$ cat src/rtl/pll_dyn_pkg.sv
// Shared types and reset defaults for the PLL dynamic-reconfiguration controller.
package pll_dyn_pkg;

    localparam int unsigned DIV_W   = 10;
    localparam int unsigned PHASE_W = 13;
    localparam int unsigned LOSS_W  = 8;

    localparam logic [DIV_W-1:0]   DYN_IDIV_DEF  = DIV_W'(2);
    localparam logic [DIV_W-1:0]   DYN_FDIV_DEF  = DIV_W'(32);
    localparam logic [DIV_W-1:0]   DYN_ODIV_DEF  = DIV_W'(100);
    localparam logic [DIV_W-1:0]   DYN_DUTY_DEF  = DIV_W'(100);
    localparam logic [PHASE_W-1:0] DYN_PHASE_DEF = PHASE_W'(16);

    typedef enum logic [2:0] {
        IDLE,
        PRST,
        WAIT_LOCK,
        STABLE,
        FAIL
    } pll_state_e;

    // One complete divider/duty/phase set as presented to the PLL
    typedef struct packed {
        logic [DIV_W-1:0]   idiv;
        logic [DIV_W-1:0]   fdiv;
        logic [DIV_W-1:0]   odiv0;
        logic [DIV_W-1:0]   odiv1;
        logic [DIV_W-1:0]   duty0;
        logic [DIV_W-1:0]   duty1;
        logic [PHASE_W-1:0] phase0;
        logic [PHASE_W-1:0] phase1;
    } pll_cfg_t;

    localparam pll_cfg_t PLL_CFG_DEF = '{
        idiv:   DYN_IDIV_DEF,
        fdiv:   DYN_FDIV_DEF,
        odiv0:  DYN_ODIV_DEF,
        odiv1:  DYN_ODIV_DEF,
        duty0:  DYN_DUTY_DEF,
        duty1:  DYN_DUTY_DEF,
        phase0: DYN_PHASE_DEF,
        phase1: DYN_PHASE_DEF
    };

endpackage

$ cat src/rtl/pll_dyn_ctrl_if.sv
// Configuration handshake, PLL dyn_* bus and lock/status signals of pll_dyn_ctrl.
// loss_cnt exists only when PLL_DYN_LOSS_CNT_EN is defined.
interface pll_dyn_ctrl_if;
    import pll_dyn_pkg::*;

    logic               cfg_valid;
    logic               cfg_ready;
    logic [DIV_W-1:0]   cfg_idiv;
    logic [DIV_W-1:0]   cfg_fdiv;
    logic [DIV_W-1:0]   cfg_odiv0;
    logic [DIV_W-1:0]   cfg_odiv1;
    logic [DIV_W-1:0]   cfg_duty0;
    logic [DIV_W-1:0]   cfg_duty1;
    logic [PHASE_W-1:0] cfg_phase0;
    logic [PHASE_W-1:0] cfg_phase1;

    logic [DIV_W-1:0]   dyn_idiv;
    logic [DIV_W-1:0]   dyn_fdiv;
    logic [DIV_W-1:0]   dyn_odiv0;
    logic [DIV_W-1:0]   dyn_odiv1;
    logic [DIV_W-1:0]   dyn_duty0;
    logic [DIV_W-1:0]   dyn_duty1;
    logic [PHASE_W-1:0] dyn_phase0;
    logic [PHASE_W-1:0] dyn_phase1;

    logic               pll_rst;
    logic               pll_lock;
    logic               locked;
    logic               done;
    logic               err;
`ifdef PLL_DYN_LOSS_CNT_EN
    logic [LOSS_W-1:0]  loss_cnt;
`endif

    // Configuration source plus the PLL itself
    modport master (
        output cfg_valid, cfg_idiv, cfg_fdiv, cfg_odiv0, cfg_odiv1,
               cfg_duty0, cfg_duty1, cfg_phase0, cfg_phase1, pll_lock,
        input  cfg_ready, dyn_idiv, dyn_fdiv, dyn_odiv0, dyn_odiv1,
               dyn_duty0, dyn_duty1, dyn_phase0, dyn_phase1,
               pll_rst, locked, done, err
`ifdef PLL_DYN_LOSS_CNT_EN
        , input loss_cnt
`endif
    );

    modport slave (
        input  cfg_valid, cfg_idiv, cfg_fdiv, cfg_odiv0, cfg_odiv1,
               cfg_duty0, cfg_duty1, cfg_phase0, cfg_phase1, pll_lock,
        output cfg_ready, dyn_idiv, dyn_fdiv, dyn_odiv0, dyn_odiv1,
               dyn_duty0, dyn_duty1, dyn_phase0, dyn_phase1,
               pll_rst, locked, done, err
`ifdef PLL_DYN_LOSS_CNT_EN
        , output loss_cnt
`endif
    );

endinterface

$ cat src/rtl/pll_lock_sync.sv
// Two-flop synchronizer bringing the raw PLL lock into the reference clock domain.
module pll_lock_sync (
    input  logic clk,
    input  logic rst,
    input  logic async_in,
    output logic sync_out
);

    logic meta_q;

    always_ff @(posedge clk or posedge rst) begin
        if (rst) begin
            meta_q   <= 1'b0;
            sync_out <= 1'b0;
        end else begin
            meta_q   <= async_in;
            sync_out <= meta_q;
        end
    end

endmodule

$ cat src/rtl/pll_dyn_ctrl.sv
// PLL dynamic-reconfiguration and lock supervisor: latches dyn_* settings, sequences pll_rst,
// qualifies lock with timeout/retry and re-locks on loss. PLL_DYN_LOSS_CNT_EN adds loss_cnt.
module pll_dyn_ctrl
    import pll_dyn_pkg::*;
#(
    parameter int unsigned RST_CYCLES   = 32,
    parameter int unsigned LOCK_TIMEOUT = 65535,
    parameter int unsigned LOCK_STABLE  = 256,
    parameter int unsigned MAX_RETRY    = 3
) (
    input  logic          clk,
    input  logic          rst,
    pll_dyn_ctrl_if.slave bus
);

    localparam int unsigned RST_CNT_W = $clog2(RST_CYCLES) + 1;
    localparam int unsigned TO_CNT_W  = $clog2(LOCK_TIMEOUT) + 1;
    localparam int unsigned STB_CNT_W = $clog2(LOCK_STABLE) + 1;
    localparam int unsigned RETRY_W   = $clog2(MAX_RETRY) + 1;

    localparam logic [RST_CNT_W-1:0] RST_LAST = RST_CNT_W'(RST_CYCLES - 1);
    localparam logic [TO_CNT_W-1:0]  TO_LAST  = TO_CNT_W'(LOCK_TIMEOUT - 1);
    localparam logic [STB_CNT_W-1:0] STB_LAST = STB_CNT_W'(LOCK_STABLE - 1);
    localparam logic [RETRY_W-1:0]   RETRY_MX = RETRY_W'(MAX_RETRY);

    pll_state_e           state_q,    state_d;
    logic [RST_CNT_W-1:0] rst_cnt_q,  rst_cnt_d;
    logic [TO_CNT_W-1:0]  to_cnt_q,   to_cnt_d;
    logic [STB_CNT_W-1:0] stb_cnt_q,  stb_cnt_d;
    logic [RETRY_W-1:0]   retry_q,    retry_d;

    pll_cfg_t             dyn_q,      dyn_d;
    logic                 pll_rst_q,  pll_rst_d;
    logic                 ready_q,    ready_d;
    logic                 locked_q,   locked_d;
    logic                 done_q,     done_d;
    logic                 err_q,      err_d;

    pll_cfg_t             cfg_in;
    logic                 lock_s;
    logic                 accept;
    logic                 lock_lost;

    pll_lock_sync u_lock_sync (
        .clk      (clk),
        .rst      (rst),
        .async_in (bus.pll_lock),
        .sync_out (lock_s)
    );

    always_comb begin
        cfg_in = '{
            idiv:   bus.cfg_idiv,
            fdiv:   bus.cfg_fdiv,
            odiv0:  bus.cfg_odiv0,
            odiv1:  bus.cfg_odiv1,
            duty0:  bus.cfg_duty0,
            duty1:  bus.cfg_duty1,
            phase0: bus.cfg_phase0,
            phase1: bus.cfg_phase1
        };
    end

    // ready_q is only ever high in IDLE/FAIL, so it alone qualifies the handshake
    assign accept    = bus.cfg_valid & ready_q;
    assign lock_lost = (state_q == IDLE) & locked_q & ~lock_s;

    // State register
    always_ff @(posedge clk or posedge rst) begin
        if (rst) begin
            state_q   <= PRST;
            rst_cnt_q <= '0;
            to_cnt_q  <= '0;
            stb_cnt_q <= '0;
            retry_q   <= '0;
            dyn_q     <= PLL_CFG_DEF;
            pll_rst_q <= 1'b1;
            ready_q   <= 1'b0;
            locked_q  <= 1'b0;
            done_q    <= 1'b0;
            err_q     <= 1'b0;
        end else begin
            state_q   <= state_d;
            rst_cnt_q <= rst_cnt_d;
            to_cnt_q  <= to_cnt_d;
            stb_cnt_q <= stb_cnt_d;
            retry_q   <= retry_d;
            dyn_q     <= dyn_d;
            pll_rst_q <= pll_rst_d;
            ready_q   <= ready_d;
            locked_q  <= locked_d;
            done_q    <= done_d;
            err_q     <= err_d;
        end
    end

    // Next state and sequencing counters
    always_comb begin
        state_d   = state_q;
        rst_cnt_d = rst_cnt_q;
        to_cnt_d  = to_cnt_q;
        stb_cnt_d = stb_cnt_q;
        retry_d   = retry_q;

        unique case (state_q)
            IDLE: begin
                if (accept || lock_lost) begin
                    state_d   = PRST;
                    rst_cnt_d = '0;
                    retry_d   = '0;
                end
            end
            PRST: begin
                if (rst_cnt_q == RST_LAST) begin
                    state_d  = WAIT_LOCK;
                    to_cnt_d = '0;
                end else begin
                    rst_cnt_d = rst_cnt_q + RST_CNT_W'(1);
                end
            end
            WAIT_LOCK: begin
                if (lock_s) begin
                    state_d   = STABLE;
                    stb_cnt_d = '0;
                end else if (to_cnt_q >= TO_LAST) begin
                    if (retry_q < RETRY_MX) begin
                        state_d   = PRST;
                        rst_cnt_d = '0;
                        retry_d   = retry_q + RETRY_W'(1);
                    end else begin
                        state_d = FAIL;
                    end
                end else begin
                    to_cnt_d = to_cnt_q + TO_CNT_W'(1);
                end
            end
            STABLE: begin
                // Timeout counter is kept so a chattering lock still runs out of time
                if (!lock_s) begin
                    state_d = WAIT_LOCK;
                end else if (stb_cnt_q == STB_LAST) begin
                    state_d = IDLE;
                end else begin
                    stb_cnt_d = stb_cnt_q + STB_CNT_W'(1);
                end
            end
            FAIL: begin
                if (accept) begin
                    state_d   = PRST;
                    rst_cnt_d = '0;
                    retry_d   = '0;
                end
            end
            default: begin
                state_d   = PRST;
                rst_cnt_d = '0;
                retry_d   = '0;
            end
        endcase
    end

    // Next values of the registered outputs
    always_comb begin
        dyn_d     = dyn_q;
        pll_rst_d = 1'b0;
        ready_d   = 1'b0;
        done_d    = 1'b0;
        locked_d  = 1'b0;
        err_d     = 1'b0;

        if (accept) begin
            dyn_d = cfg_in;
        end
        pll_rst_d = (state_d == PRST) || (state_d == FAIL);
        ready_d   = (state_d == IDLE) || (state_d == FAIL);
        done_d    = (state_q == STABLE) && (state_d == IDLE);
        locked_d  = done_d || (locked_q && (state_d == IDLE));
        err_d     = (state_d == FAIL);
    end

    assign bus.cfg_ready  = ready_q;
    assign bus.dyn_idiv   = dyn_q.idiv;
    assign bus.dyn_fdiv   = dyn_q.fdiv;
    assign bus.dyn_odiv0  = dyn_q.odiv0;
    assign bus.dyn_odiv1  = dyn_q.odiv1;
    assign bus.dyn_duty0  = dyn_q.duty0;
    assign bus.dyn_duty1  = dyn_q.duty1;
    assign bus.dyn_phase0 = dyn_q.phase0;
    assign bus.dyn_phase1 = dyn_q.phase1;
    assign bus.pll_rst    = pll_rst_q;
    assign bus.locked     = locked_q;
    assign bus.done       = done_q;
    assign bus.err        = err_q;

`ifdef PLL_DYN_LOSS_CNT_EN
    logic [LOSS_W-1:0] loss_q;

    // Saturating count of lock losses seen while locked in IDLE
    always_ff @(posedge clk or posedge rst) begin
        if (rst) begin
            loss_q <= '0;
        end else if (lock_lost && (loss_q != {LOSS_W{1'b1}})) begin
            loss_q <= loss_q + LOSS_W'(1);
        end
    end

    assign bus.loss_cnt = loss_q;
`endif

endmodule

$ cat src/flat_wrapper.sv
// flat-port wrapper written by rule: the top's interface ports become plain ports
module pll_dyn_ctrl_flat import pll_dyn_pkg::*;
#(
    parameter int unsigned RST_CYCLES   = 32,
    parameter int unsigned LOCK_TIMEOUT = 65535,
    parameter int unsigned LOCK_STABLE  = 256,
    parameter int unsigned MAX_RETRY    = 3
)
  (clk, rst, bus_cfg_valid, bus_cfg_idiv, bus_cfg_fdiv, bus_cfg_odiv0, bus_cfg_odiv1, bus_cfg_duty0, bus_cfg_duty1, bus_cfg_phase0, bus_cfg_phase1, bus_pll_lock, bus_cfg_ready, bus_dyn_idiv, bus_dyn_fdiv, bus_dyn_odiv0, bus_dyn_odiv1, bus_dyn_duty0, bus_dyn_duty1, bus_dyn_phase0, bus_dyn_phase1, bus_pll_rst, bus_locked, bus_done, bus_err);
  pll_dyn_ctrl_if bus_i ();
  input  logic clk;
  input  logic rst;
  input wire logic [$bits(bus_i.cfg_valid)-1:0] bus_cfg_valid;
  input wire logic [$bits(bus_i.cfg_idiv)-1:0] bus_cfg_idiv;
  input wire logic [$bits(bus_i.cfg_fdiv)-1:0] bus_cfg_fdiv;
  input wire logic [$bits(bus_i.cfg_odiv0)-1:0] bus_cfg_odiv0;
  input wire logic [$bits(bus_i.cfg_odiv1)-1:0] bus_cfg_odiv1;
  input wire logic [$bits(bus_i.cfg_duty0)-1:0] bus_cfg_duty0;
  input wire logic [$bits(bus_i.cfg_duty1)-1:0] bus_cfg_duty1;
  input wire logic [$bits(bus_i.cfg_phase0)-1:0] bus_cfg_phase0;
  input wire logic [$bits(bus_i.cfg_phase1)-1:0] bus_cfg_phase1;
  input wire logic [$bits(bus_i.pll_lock)-1:0] bus_pll_lock;
  output wire logic [$bits(bus_i.cfg_ready)-1:0] bus_cfg_ready;
  output wire logic [$bits(bus_i.dyn_idiv)-1:0] bus_dyn_idiv;
  output wire logic [$bits(bus_i.dyn_fdiv)-1:0] bus_dyn_fdiv;
  output wire logic [$bits(bus_i.dyn_odiv0)-1:0] bus_dyn_odiv0;
  output wire logic [$bits(bus_i.dyn_odiv1)-1:0] bus_dyn_odiv1;
  output wire logic [$bits(bus_i.dyn_duty0)-1:0] bus_dyn_duty0;
  output wire logic [$bits(bus_i.dyn_duty1)-1:0] bus_dyn_duty1;
  output wire logic [$bits(bus_i.dyn_phase0)-1:0] bus_dyn_phase0;
  output wire logic [$bits(bus_i.dyn_phase1)-1:0] bus_dyn_phase1;
  output wire logic [$bits(bus_i.pll_rst)-1:0] bus_pll_rst;
  output wire logic [$bits(bus_i.locked)-1:0] bus_locked;
  output wire logic [$bits(bus_i.done)-1:0] bus_done;
  output wire logic [$bits(bus_i.err)-1:0] bus_err;
  assign bus_i.cfg_valid = bus_cfg_valid;
  assign bus_i.cfg_idiv = bus_cfg_idiv;
  assign bus_i.cfg_fdiv = bus_cfg_fdiv;
  assign bus_i.cfg_odiv0 = bus_cfg_odiv0;
  assign bus_i.cfg_odiv1 = bus_cfg_odiv1;
  assign bus_i.cfg_duty0 = bus_cfg_duty0;
  assign bus_i.cfg_duty1 = bus_cfg_duty1;
  assign bus_i.cfg_phase0 = bus_cfg_phase0;
  assign bus_i.cfg_phase1 = bus_cfg_phase1;
  assign bus_i.pll_lock = bus_pll_lock;
  assign bus_cfg_ready = bus_i.cfg_ready;
  assign bus_dyn_idiv = bus_i.dyn_idiv;
  assign bus_dyn_fdiv = bus_i.dyn_fdiv;
  assign bus_dyn_odiv0 = bus_i.dyn_odiv0;
  assign bus_dyn_odiv1 = bus_i.dyn_odiv1;
  assign bus_dyn_duty0 = bus_i.dyn_duty0;
  assign bus_dyn_duty1 = bus_i.dyn_duty1;
  assign bus_dyn_phase0 = bus_i.dyn_phase0;
  assign bus_dyn_phase1 = bus_i.dyn_phase1;
  assign bus_pll_rst = bus_i.pll_rst;
  assign bus_locked = bus_i.locked;
  assign bus_done = bus_i.done;
  assign bus_err = bus_i.err;
  pll_dyn_ctrl #(.RST_CYCLES(RST_CYCLES), .LOCK_TIMEOUT(LOCK_TIMEOUT), .LOCK_STABLE(LOCK_STABLE), .MAX_RETRY(MAX_RETRY)) u_core (.clk(clk), .rst(rst), .bus(bus_i));
endmodule
$ cat config.mk
export PLATFORM = sky130hd
export DESIGN_NAME = pll_dyn_ctrl_flat
export DESIGN_NICKNAME = d
export VERILOG_FILES = /design/src/rtl/pll_dyn_pkg.sv /design/src/rtl/pll_dyn_ctrl_if.sv /design/src/rtl/pll_lock_sync.sv /design/src/rtl/pll_dyn_ctrl.sv /design/src/flat_wrapper.sv
export SDC_FILE = /design/constraint.sdc
export NUM_CORES = 1
export LEC_CHECK = 0
export CORE_MARGIN = 2
export CORE_UTILIZATION = 46
export DETAILED_ROUTE_END_ITERATION = 7
export GPL_ROUTABILITY_DRIVEN = 0
export GPL_TIMING_DRIVEN = 0
export PLACE_DENSITY = 0.84
export SYNTH_ARGS = -nofsm -noshare
export SYNTH_HDL_FRONTEND = slang
export SYNTH_SLANG_ARGS = --single-unit
$ cat constraint.sdc
create_clock -name clk -period 4.36 [get_ports clk]
set_input_delay 0.436 -clock clk [delete_from_list [all_inputs] [get_ports clk]]
set_output_delay 0.436 -clock clk [all_outputs]
set_load 0.02 [all_outputs]
# After elaboration in Yosys (flattened, before gate mapping)
# Cells that the tools add are included.
# totals
reg_bits	131
# classes
eq_ne	19
add_sub_neg	4
mux	30
order_cmp	2
n_bitwise	6
n_reduce_logical	15
# op_table
op	n
$mux W17	3
$mux W3	13
$mux W6	6
$pmux W17 S2	1
$pmux W6 S5	1
$mux W9	3
$pmux W9 S2	1
$add A17 B1 Y17 const B	1
$ge A17 B16 Y1 const B	1
$pmux W3 S5	1
$ne A2 B2 Y1 const B	7
$pmux W3 S4	1
$add A9 B1 Y9 const B	1
$eq A9 B8 Y1 const B	1
$ne A2 B1 Y1 const B	4
$reduce_and A4 Y1	2
$reduce_and A7 Y1	1
$add A6 B1 Y6 const B	1
$eq A3 B1 Y1 const B	2
$eq A3 B2 Y1 const B	2
$eq A3 B3 Y1 const B	2
$eq A6 B5 Y1 const B	1
$logic_not A3 Y1	2
$reduce_and A6 Y1	1
8 further kinds	17

# Depth between registers and ports, before layout
# Gate-level depths: netlist (run 1).
# depth
ltp_word	9
depth_mapped	9

# Modules after synthesis
# From an unflattened synthesis (run 1), not the netlist that was laid out.
# unflattened
cells_unflattened	443
area_unflattened_um2	5622.9
# by_module_without_submodules
mod	cells_each	instances	area_per_inst_um2
pll_dyn_ctrl	440	1	5569.1
pll_lock_sync	3	1	53.8

# Worst setup path before layout (run 1)
# No wires, ideal clock.
# synth_timing
kind	reg2reg
start	reg u_core.rst_cnt_q[0]
end	reg u_core.to_cnt_q[4]
setup_time_ps	78
n_path_buf	1
path_slack_ps	2326
path_stages_with_launch	8
arrival_ps	1956
synth_period_minus_slack_ps	2034
cell_sequence	dfrtp_1 -> ha_1 -> and2b_1 -> a21oi_2 -> or3b_4 -> buf_6 -> or4_1 -> a21oi_1
# synth_between
elab_chain_cells	3
# synth_rtl
item	line	source
start: declaration	pll_dyn_ctrl.sv:27	logic [RST_CNT_W-1:0] rst_cnt_q, rst_cnt_d;
start signal: assignment	pll_dyn_ctrl.sv:84	rst_cnt_q <= rst_cnt_d;
$eq A6 B5 Y1	pll_dyn_ctrl.sv:114	if (rst_cnt_q == RST_LAST) begin
$ne A2 B1 Y1 (no line)	n/a	
$reduce_and A4 Y1 (no line)	n/a	
end signal: assignment	pll_dyn_ctrl.sv:85	to_cnt_q <= to_cnt_d;
end: declaration	pll_dyn_ctrl.sv:28	logic [TO_CNT_W-1:0] to_cnt_q, to_cnt_d;
# No other way between the ends.
# A chain may end at the register's enable or synchronous reset.

# Worst setup path in the final report (run 1)
# layout_timing
start	reg u_core.to_cnt_q[0]
end	reg u_core.to_cnt_q[7]
# layout_between
elab_chain_cells	4
elab_cells_between_ends	7
# layout_rtl
item	line	source
$add A17 B1 Y17	pll_dyn_ctrl.sv:134	to_cnt_d = to_cnt_q + TO_CNT_W'(1);
$mux W17	pll_dyn_ctrl.sv:125	end else if (to_cnt_q >= TO_LAST) begin
$mux W17	pll_dyn_ctrl.sv:122	if (lock_s) begin
$pmux W17 S2	pll_dyn_ctrl.sv:105	unique case (state_q)
# Parallel ways exist; a longest one is shown, timed or not. The select of a mux whose other input is x is not followed.

==> results.md, run 1 <==
* Outcome: finished, final reports clean
* Syn Nets at 537
* Layout Area Growth over Synthesis at 47.17%
* Top post-synthesis cells by area: dfrtp_1 50%, mux2_2 17%, dfstp_2 8.4%
* Pwr/cell area at roughly 370 mW/mm^2
* Total congestion overflow at 0
* Vias at 4427
* WP depth at 9
* Fin nets at 737
* Seq/Total Area, Yosys at 58.81%
* Synth Instances at 441
* Placed cells at 769
* Crit. End Element: flop
* Total power at between 0.003 and 0.004 W
* CP max stage cell: nor4_2
* R2R Path End: u_core.to_cnt_q[7]$_DFFE_PP0P_
* Share of cells above drive strength 1 at 23.55%
* Most frequent cell after synthesis: dfrtp_1
* Synth top area share at ~50%
* Critical Path Source: u_core.to_cnt_q[0]$_DFFE_PP0P_
* Layout Cells excl Fill at approximately 800
* Vias per cell at 5.527
* Row count at 40
* Post-CTS setup buffer count at 0
* Vias in the first global route at between 4000 and 5000
* CTS-repair resized insts at 0
* Die Span X at 114.5 um
* RSZ-0062 raised after global routing: false
* Pin count of the biggest net entering global routing at 96
* Synthesized cell area at between 0.005 and 0.006 mm^2
* WL final at 14980 um
* Final-report setup violation count at 0
* Post-synth EDFFs at 0
* Most frequent cells after synthesis: 113 x dfrtp_1, 87 x mux2_2, 24 x nand2_1
* Global-route usage over all layers at 23.40%
* Worst rel slew slack at 42.99%
* Drt wl/cell at 18.71 um
* Clk Latency, worst-skew pair at a little over 0.4 ns
* R2R Path Start: u_core.to_cnt_q[0]$_DFFE_PP0P_
* Fillers at 806
* Synth warn at 0
* Pre-antenna DRT Iters at 5
* CP Data Arrival Time at 2.75 ns
* Slew at the pin closest to its max-slew limit at 0.8486 ns
* Critical path type: reg2reg
* Htree depth at 4
* Post-synth ARST share at 100.0%
* Critical path launch point type: flop
* Bufs and invs on worst path at 3
* Initial antenna violation count at 0
* Chain of cells forming the critical path: inv_1 > ha_1 > o2111ai_1 > nor4_2 > o31a_1 > buf_2 > buf_2 > o31ai_1 > a21oi_1
* Max VDD drop at about 0.28 mV
* P_leak at 3.691 nW
* # clock sinks at 131
* Min cycle time layout at 2.428 ns
* Die Y at 114.5 um
* Predominant post-synthesis flop cell: dfrtp_1
* Period Utilization, post-route at 55.68%
* Post-Syn Area per Cell at 12.73 um^2
* # IOs at about 180
* Crit path max-delay family: compound AO/OA/AOI/OAI gates
* First-pass GRT wire length at 23440 um
* CP endpoint: u_core.to_cnt_q[7]$_DFFE_PP0P_
* Reg2reg setup slack at between 1.5 and 2 ns
* Buffers on Ports at 180
* R2R depth at 9
* Final design utilization at about 70%
* Data required time of the worst path at 4.68 ns
* Final HPWL DP at a little over 10000 um
* Area leader, netlist: dfrtp_1
* Max Root-Sink Buffers at 2
* CTS clock-pin slew for the worst setup and hold paths at 0.05 ns
* Max Slew Vio Count at 0
* Routed Antenna Nets at 0
* Max-cap violations at 0
* # DRC at 0
* Hold WS at 0.3674 ns
* Die area at 0.01310 mm^2
* Core Area at 0.01196 mm^2
* N_diodes at 0
* Clock Tree Root: clkbuf_16
* Final Cell Area at slightly above 0.008 mm^2
* Worst Hold Class: reg2reg
* Max Clock Freq at between 400 and 500 MHz
* DR iter-0 viols at 356
* Initial Util at 46.92%
* Post-Place Cell Area at 0.007631 mm^2
* Synthesized flop and latch total at 131
* TritonCTS clock tree: done
* Final Skew at about 0.0089 ns
* CTS Hold Bufs at 0
* Total CTS buffers at 17
* Synth unique cells at 52
* CP dominant cell by count: buf_2
* Maximum fanout along the worst path at 10
* Critical Path Max Stage Delay at about 0.6 ns
* Hold Fails Final Rpt at 0
==> worst min path at each step <==
stage	cells after the start	startpoint	end
2_1_floorplan	0	u_core.u_lock_sync.meta_q$_DFF_PP0_	u_core.u_lock_sync.sync_out$_DFF_PP0_
3_3_place_gp	0	u_core.u_lock_sync.meta_q$_DFF_PP0_	u_core.u_lock_sync.sync_out$_DFF_PP0_
3_5_place_dp	0	u_core.u_lock_sync.meta_q$_DFF_PP0_	u_core.u_lock_sync.sync_out$_DFF_PP0_
4_1_cts	0	u_core.u_lock_sync.meta_q$_DFF_PP0_	u_core.u_lock_sync.sync_out$_DFF_PP0_
5_1_grt	0	u_core.u_lock_sync.meta_q$_DFF_PP0_	u_core.u_lock_sync.sync_out$_DFF_PP0_
6_report	0	u_core.u_lock_sync.meta_q$_DFF_PP0_	u_core.u_lock_sync.sync_out$_DFF_PP0_
==> power breakdown <==
part	switching (W)	total (W)	internal [W]
sequential	0.0000441	0.00130	0.00125
clock	0.000513	0.00151	0.00100
combinational	0.000107	0.000230	0.000123
==> final cells by class <==
cell class	count	area [um^2]	area share (%)
buffer	22	111.4	1.348
clock buffer	23	478.0	5.786
sequential	131	3301	39.96
timing repair buffer	181	1829	22.14
clock inverter	9	151.4	1.833
multi-input combinational	284	2186	26.46
tap	147	183.9	2.227
inverter	4	20.02	0.2424
==> cells in the final DEF (no fill, tap or decap), types with 6 or more instances in the layout <==
| cell | synthesis | routed |
|---|---|---|
| dfstp_2 | 18 | 18 |
| mux2_2 | 87 | 87 |
| o31ai_1 | 14 | 14 |
| dfrtp_1 | 113 | 113 |
| ha_1 | 6 | 6 |
| or4_1 | 12 | 12 |
| clkbuf_16 | 0 | 17 |
| clkdlybuf4s50_1 | 0 | 180 |
| o21ai_0 | 18 | 18 |
| a21oi_1 | 22 | 22 |
| nand4_1 | 8 | 8 |
| clkbuf_1 | 10 | 13 |
| nand3_1 | 16 | 16 |
| nand2_1 | 24 | 24 |
| nor2_1 | 19 | 19 |
==> stage by stage <==
step                setup slack, ns  TNS, ns
floorplan                    0.4561        0
finish                        1.932        0
global route                  1.652        0
global placement             -1.141  -128.20
detailed placement            1.774        0
CTS                           1.938        0
==> cell families (layout without fill, tap and decap cells) <==
group,Yosys count,in the layout,share of synthesized area (%)
multiplexers,87,87,17.45
flip-flops,131,131,58.81
AND/OR/NAND/NOR,114,114,11.37
AO/OA/AOI/OAI,71,71,7.847
XOR/XNOR,6,6,0.9362
adder cells (fa/ha/maj),6,6,1.337
buffers and inverters,26,239,2.251
==> registers in the layout (all words and copies together) (netlist names) <==
register and flops:
u_core.to_cnt_q 17, u_core.bus.dyn_phase0 13, u_core.bus.dyn_phase1 13, u_core.bus.dyn_duty0 10, u_core.bus.dyn_duty1 10, u_core.bus.dyn_fdiv 10, u_core.bus.dyn_idiv 10, u_core.bus.dyn_odiv0 10
u_core.bus.dyn_odiv1 10, u_core.stb_cnt_q 9, u_core.rst_cnt_q 6, u_core.retry_q 3, u_core.state_q 3, u_core.bus.cfg_ready 1, u_core.bus.done 1, u_core.bus.err 1
u_core.bus.locked 1, u_core.bus.pll_rst 1, u_core.u_lock_sync.meta_q 1, u_core.u_lock_sync.sync_out 1
==> worst reg2reg max path, delay by kind of cell, from the launching register on <==
family	cells	cell delay (ns)
adder cells (fa/ha/maj)	1	0.16
AND/OR/NAND/NOR	1	0.60
AO/OA/AOI/OAI	4	0.60
flip-flops	1	0.42
buffers and inverters	3	0.57
==> layer usage <==
metal  routed length (um)  track usage [%]  vias up
li1                     -                -     2008
met1                 5652            26.53     2172
met2                 7877            41.30      211
met3                 1090            7.094       36
met4                  362            9.187        0
met5                    0                0        -
No activity file was read; power rests on OpenSTA's default activity.
==> inputs of run 2 (changes only) <==
- CORE_UTILIZATION: 46 -> 42
- PLACE_DENSITY: 0.84 -> 0.81
- clock period: 4.36 -> 2.2 ns (I/O delays scaled with it)
==> run 2 against run 1 <==
Sequential power up 98%. Highest routed layer unchanged. Cell count increased by 6.4%. Critical path depth down 1. Total power up 97%. Combinational power grew 140%. Non-clock buffer count up 22. Setup slack worse by 1.9 ns. Wire length shrank 4.4%.
==> results.md, run 2 (same netlist as run 1, synthesis figures left out) <==
* Critical path type: reg2reg (unchanged)
* Share of cells above drive strength 1 at 30.77% (was 23.55%)
* Pre-antenna DRT Iters at 5 (unchanged)
* Die Span X at 119.6 um (was 114.5 um)
* Worst Hold Class: in2reg (was reg2reg)
* Clock Tree Root: clkbuf_16 (unchanged)
* Final HPWL DP at 9983 um (was 10170 um)
* Outcome: finished, final reports clean (unchanged)
* P_leak at 3.826 nW (was 3.691 nW)
* Vias in the first global route at 4603 (was 4580)
* Pwr/cell area at 696.2 mW/mm^2 (was 368.1 mW/mm^2)
* CTS Hold Bufs at 0 (unchanged)
* Critical path launch point type: flop (unchanged)
* DP Worst Slack at -0.1977 ns (was 1.774 ns)
* Worst Hold End: u_core.u_lock_sync.meta_q$_DFF_PP0_ (was u_core.u_lock_sync.sync_out$_DFF_PP0_)
* R2R Path Start: u_core.state_q[0]$_DFF_PP1_ (was u_core.to_cnt_q[0]$_DFFE_PP0P_)
* # DRC at 0 (unchanged)
* Global-route usage over all layers at 20.11% (was 23.40%)
* Max-cap violations at 0 (unchanged)
* Hold Crit Depth at 1 (was 0)
* CP max stage cell: dfstp_2 (was nor4_2)
* Slew at the pin closest to its max-slew limit at 0.6718 ns (was 0.8486 ns)
* TritonCTS clock tree: done (unchanged)
* Routed Antenna Nets at 0 (unchanged)
* # IOs at 181 (unchanged)
* Buffers on Ports at 180 (unchanged)
* Hold Fails Final Rpt at 0 (unchanged)
* RSZ-0062 raised after global routing: true (was false)
* Die area at 0.01430 mm^2 (was 0.01310 mm^2)
* Vias per cell at 5.306 (was 5.527)
* Hold WS at 0.2535 ns (was 0.3674 ns)
* Max Root-Sink Buffers at 2 (unchanged)
* Min cycle time layout at 2.180 ns (was 2.428 ns)
* Chain of cells forming the critical path: or3b_1 > buf_4 > a21oi_4 > or3b_4 > buf_8 > buf_2 > nor3_1 > o21a_1 (was inv_1 > ha_1 > o2111ai_1 > nor4_2 > o31a_1 > buf_2 > buf_2 > o31ai_1 > a21oi_1)
* Final-report setup violation count at 0 (unchanged)
* Fin nets at 759 (was 737)
* N_diodes at 0 (unchanged)
* Largest Register: u_core.to_cnt_q (unchanged)
* Max Slew Vio Count at 0 (unchanged)
* Data required time of the worst path at 2.50 ns (was 4.68 ns)
* Total congestion overflow at 0 (unchanged)
* Clk Latency, worst-skew pair at 0.42 ns (was 0.41 ns)
* Initial antenna violation count at 0 (unchanged)
* Vias at 4521 (was 4427)
* Initial Util at 42.72% (was 46.92%)
* Pin count of the biggest net entering global routing at 39 (was 96)
* Crit. End Element: flop (unchanged)
* Htree depth at 4 (unchanged)
* Core Area at 0.01314 mm^2 (was 0.01196 mm^2)
* CP Data Arrival Time at 2.48 ns (was 2.75 ns)
* Final Skew at 0.004572 ns (was 0.008854 ns)
* Hold Crit Start: bus_pll_lock (was u_core.u_lock_sync.meta_q$_DFF_PP0_)
* Reg2reg setup slack at 0.02 ns (was 1.93 ns)
* Worst setup margin at 0.01983 ns (was 1.932 ns)
* R2R Path End: u_core.to_cnt_q[16]$_DFFE_PP0P_ (was u_core.to_cnt_q[7]$_DFFE_PP0P_)
* Total CTS buffers at 17 (unchanged)
* WL final at 14330 um (was 14980 um)
* Die Y at 119.6 um (was 114.5 um)
* R2R depth at 8 (was 9)
* Fillers at 910 (was 806)
* Commonest non-fill, non-tap cell in the layout: clkdlybuf4s50_1 (unchanged)
* CTS clock-pin slew for the worst setup and hold paths at 0.06 ns (was 0.05 ns)
* First-pass GRT wire length at 22740 um (was 23440 um)
* Layout Area Growth over Synthesis at 53.41% (was 47.17%)
* # clock sinks at 131 (unchanged)
* Period Utilization, post-route at 99.10% (was 55.68%)
* Critical Path Max Stage Delay at 0.58 ns (was 0.60 ns)
* Max VDD drop at 0.6024 mV (was 0.2821 mV)
* DR iter-0 viols at 269 (was 356)
* Drt wl/cell at 16.82 um (was 18.71 um)
* Max Clock Freq at 458.7 MHz (was 411.9 MHz)
* Commonest non-fill, non-tap cells in the layout: 180 x clkdlybuf4s50_1, 111 x dfrtp_1, 87 x mux2_2, 24 x nand2_1, 23 x buf_4 (was 180 x clkdlybuf4s50_1, 113 x dfrtp_1, 87 x mux2_2, 24 x nand2_1, 22 x a21oi_1)
* Maximum fanout along the worst path at 8 (was 10)
* Final design utilization at 65.54% (was 69.06%)
* Max reg flops at 17 (unchanged)
* Worst rel slew slack at 55.12% (was 42.99%)
* Row count at 42 (was 40)
run 2: cell count changes in the layout (fill, tap and decap cells not counted), moves of 3 or more:
| cell | change |
|---|---|
| a21oi_1 | -5 |
| a21oi_2 | +4 |
| buf_12 | +3 |
| buf_4 | +23 |
| clkbuf_1 | -7 |
| clkinvlp_4 | +4 |
| ha_1 | -3 |
| o31ai_1 | -5 |
| o31ai_2 | +5 |
| or4_1 | -3 |
| or4_4 | +3 |
run 2: layout make-up:
class                      count  area (um^2)  share of cell area [%]
buffer                        21        132.6                   1.540
clock inverter                13        157.7                   1.831
multi-input combinational    284         2308                   26.81
tap                          176        220.2                   2.557
inverter                       4        18.77                  0.2180
timing repair buffer         204         2017                   23.42
clock buffer                  19        452.9                   5.260
sequential                   131         3303                   38.36
run 2: worst max path at each step:
stage                                                from                                    to  slack, ns  cells past startpoint
after floorplan           u_core.rst_cnt_q[0]$_DFFE_PP0P_        u_core.to_cnt_q[4]$_DFFE_PP0P_       0.17                      7
after global placement                                rst    u_core.bus.dyn_fdiv[3]$_DFFE_PP0P_      -0.70                      2
after detailed placement                    bus_cfg_valid  u_core.bus.dyn_phase1[9]$_DFFE_PP0P_      -0.20                      5
after CTS                 u_core.stb_cnt_q[0]$_DFFE_PP0P_           u_core.bus.locked$_DFF_PP0_      0.009                      9
after global routing          u_core.state_q[0]$_DFF_PP1_        u_core.to_cnt_q[2]$_DFFE_PP0P_      -0.04                      8
final                         u_core.state_q[0]$_DFF_PP1_       u_core.to_cnt_q[16]$_DFFE_PP0P_       0.02                      8
run 2: per-layer routing:
layer	wire length [um]	track usage (%)	part of all wire (%)	up-vias
li1	-	-	-	2049
met1	5450	23.32	38	2222
met2	7523	34.79	53	225
met3	1057	6.892	7.4	25
met4	296	6.838	2.1	0
met5	0	0	0	-
run 2: power by group:
part / total [W] / internal (W) / switching (W) / leakage, nW
clock: 0.00287 / 0.00184 / 0.00103 / 0.291
sequential: 0.00257 / 0.00248 / 0.0000872 / 1.74
combinational: 0.000556 / 0.000309 / 0.000246 / 1.80
run 2: worst max-delay path: cells and delay by family, from the launching register on:
| kind | cells | cell delay, ns |
|---|---|---|
| AOI/OAI and AO/OA | 2 | 0.33 |
| buffers and inverters | 3 | 0.48 |
| and+or+nand+nor | 3 | 0.66 |
| DFF | 1 | 0.58 |
run 2: per-stage QoR:
| stage | area (um^2) | instances | total power (W) | setup TNS (ns) |
|---|---|---|---|---|
| after floorplan | 5617 | 441 | 0.002801 | 0 |
| after global placement | 7639 | 797 | 0.003014 | -86.01 |
| after detailed placement | 7699 | 800 | 0.003058 | -7.433 |
| after CTS | 8364 | 835 | 0.005957 | 0 |
| after global routing | 8611 | 852 | 0.006248 | -0.2904 |
| final | 8611 | 852 | 0.005995 | 0 |
run 2: what timing repair did:
action / 4_1_cts / 5_1_grt
resized for setup: 8 / 38
pin swaps: 0 / 11
endpoints found under the setup margin: 15 / 53
buffers inserted: 3 / 18
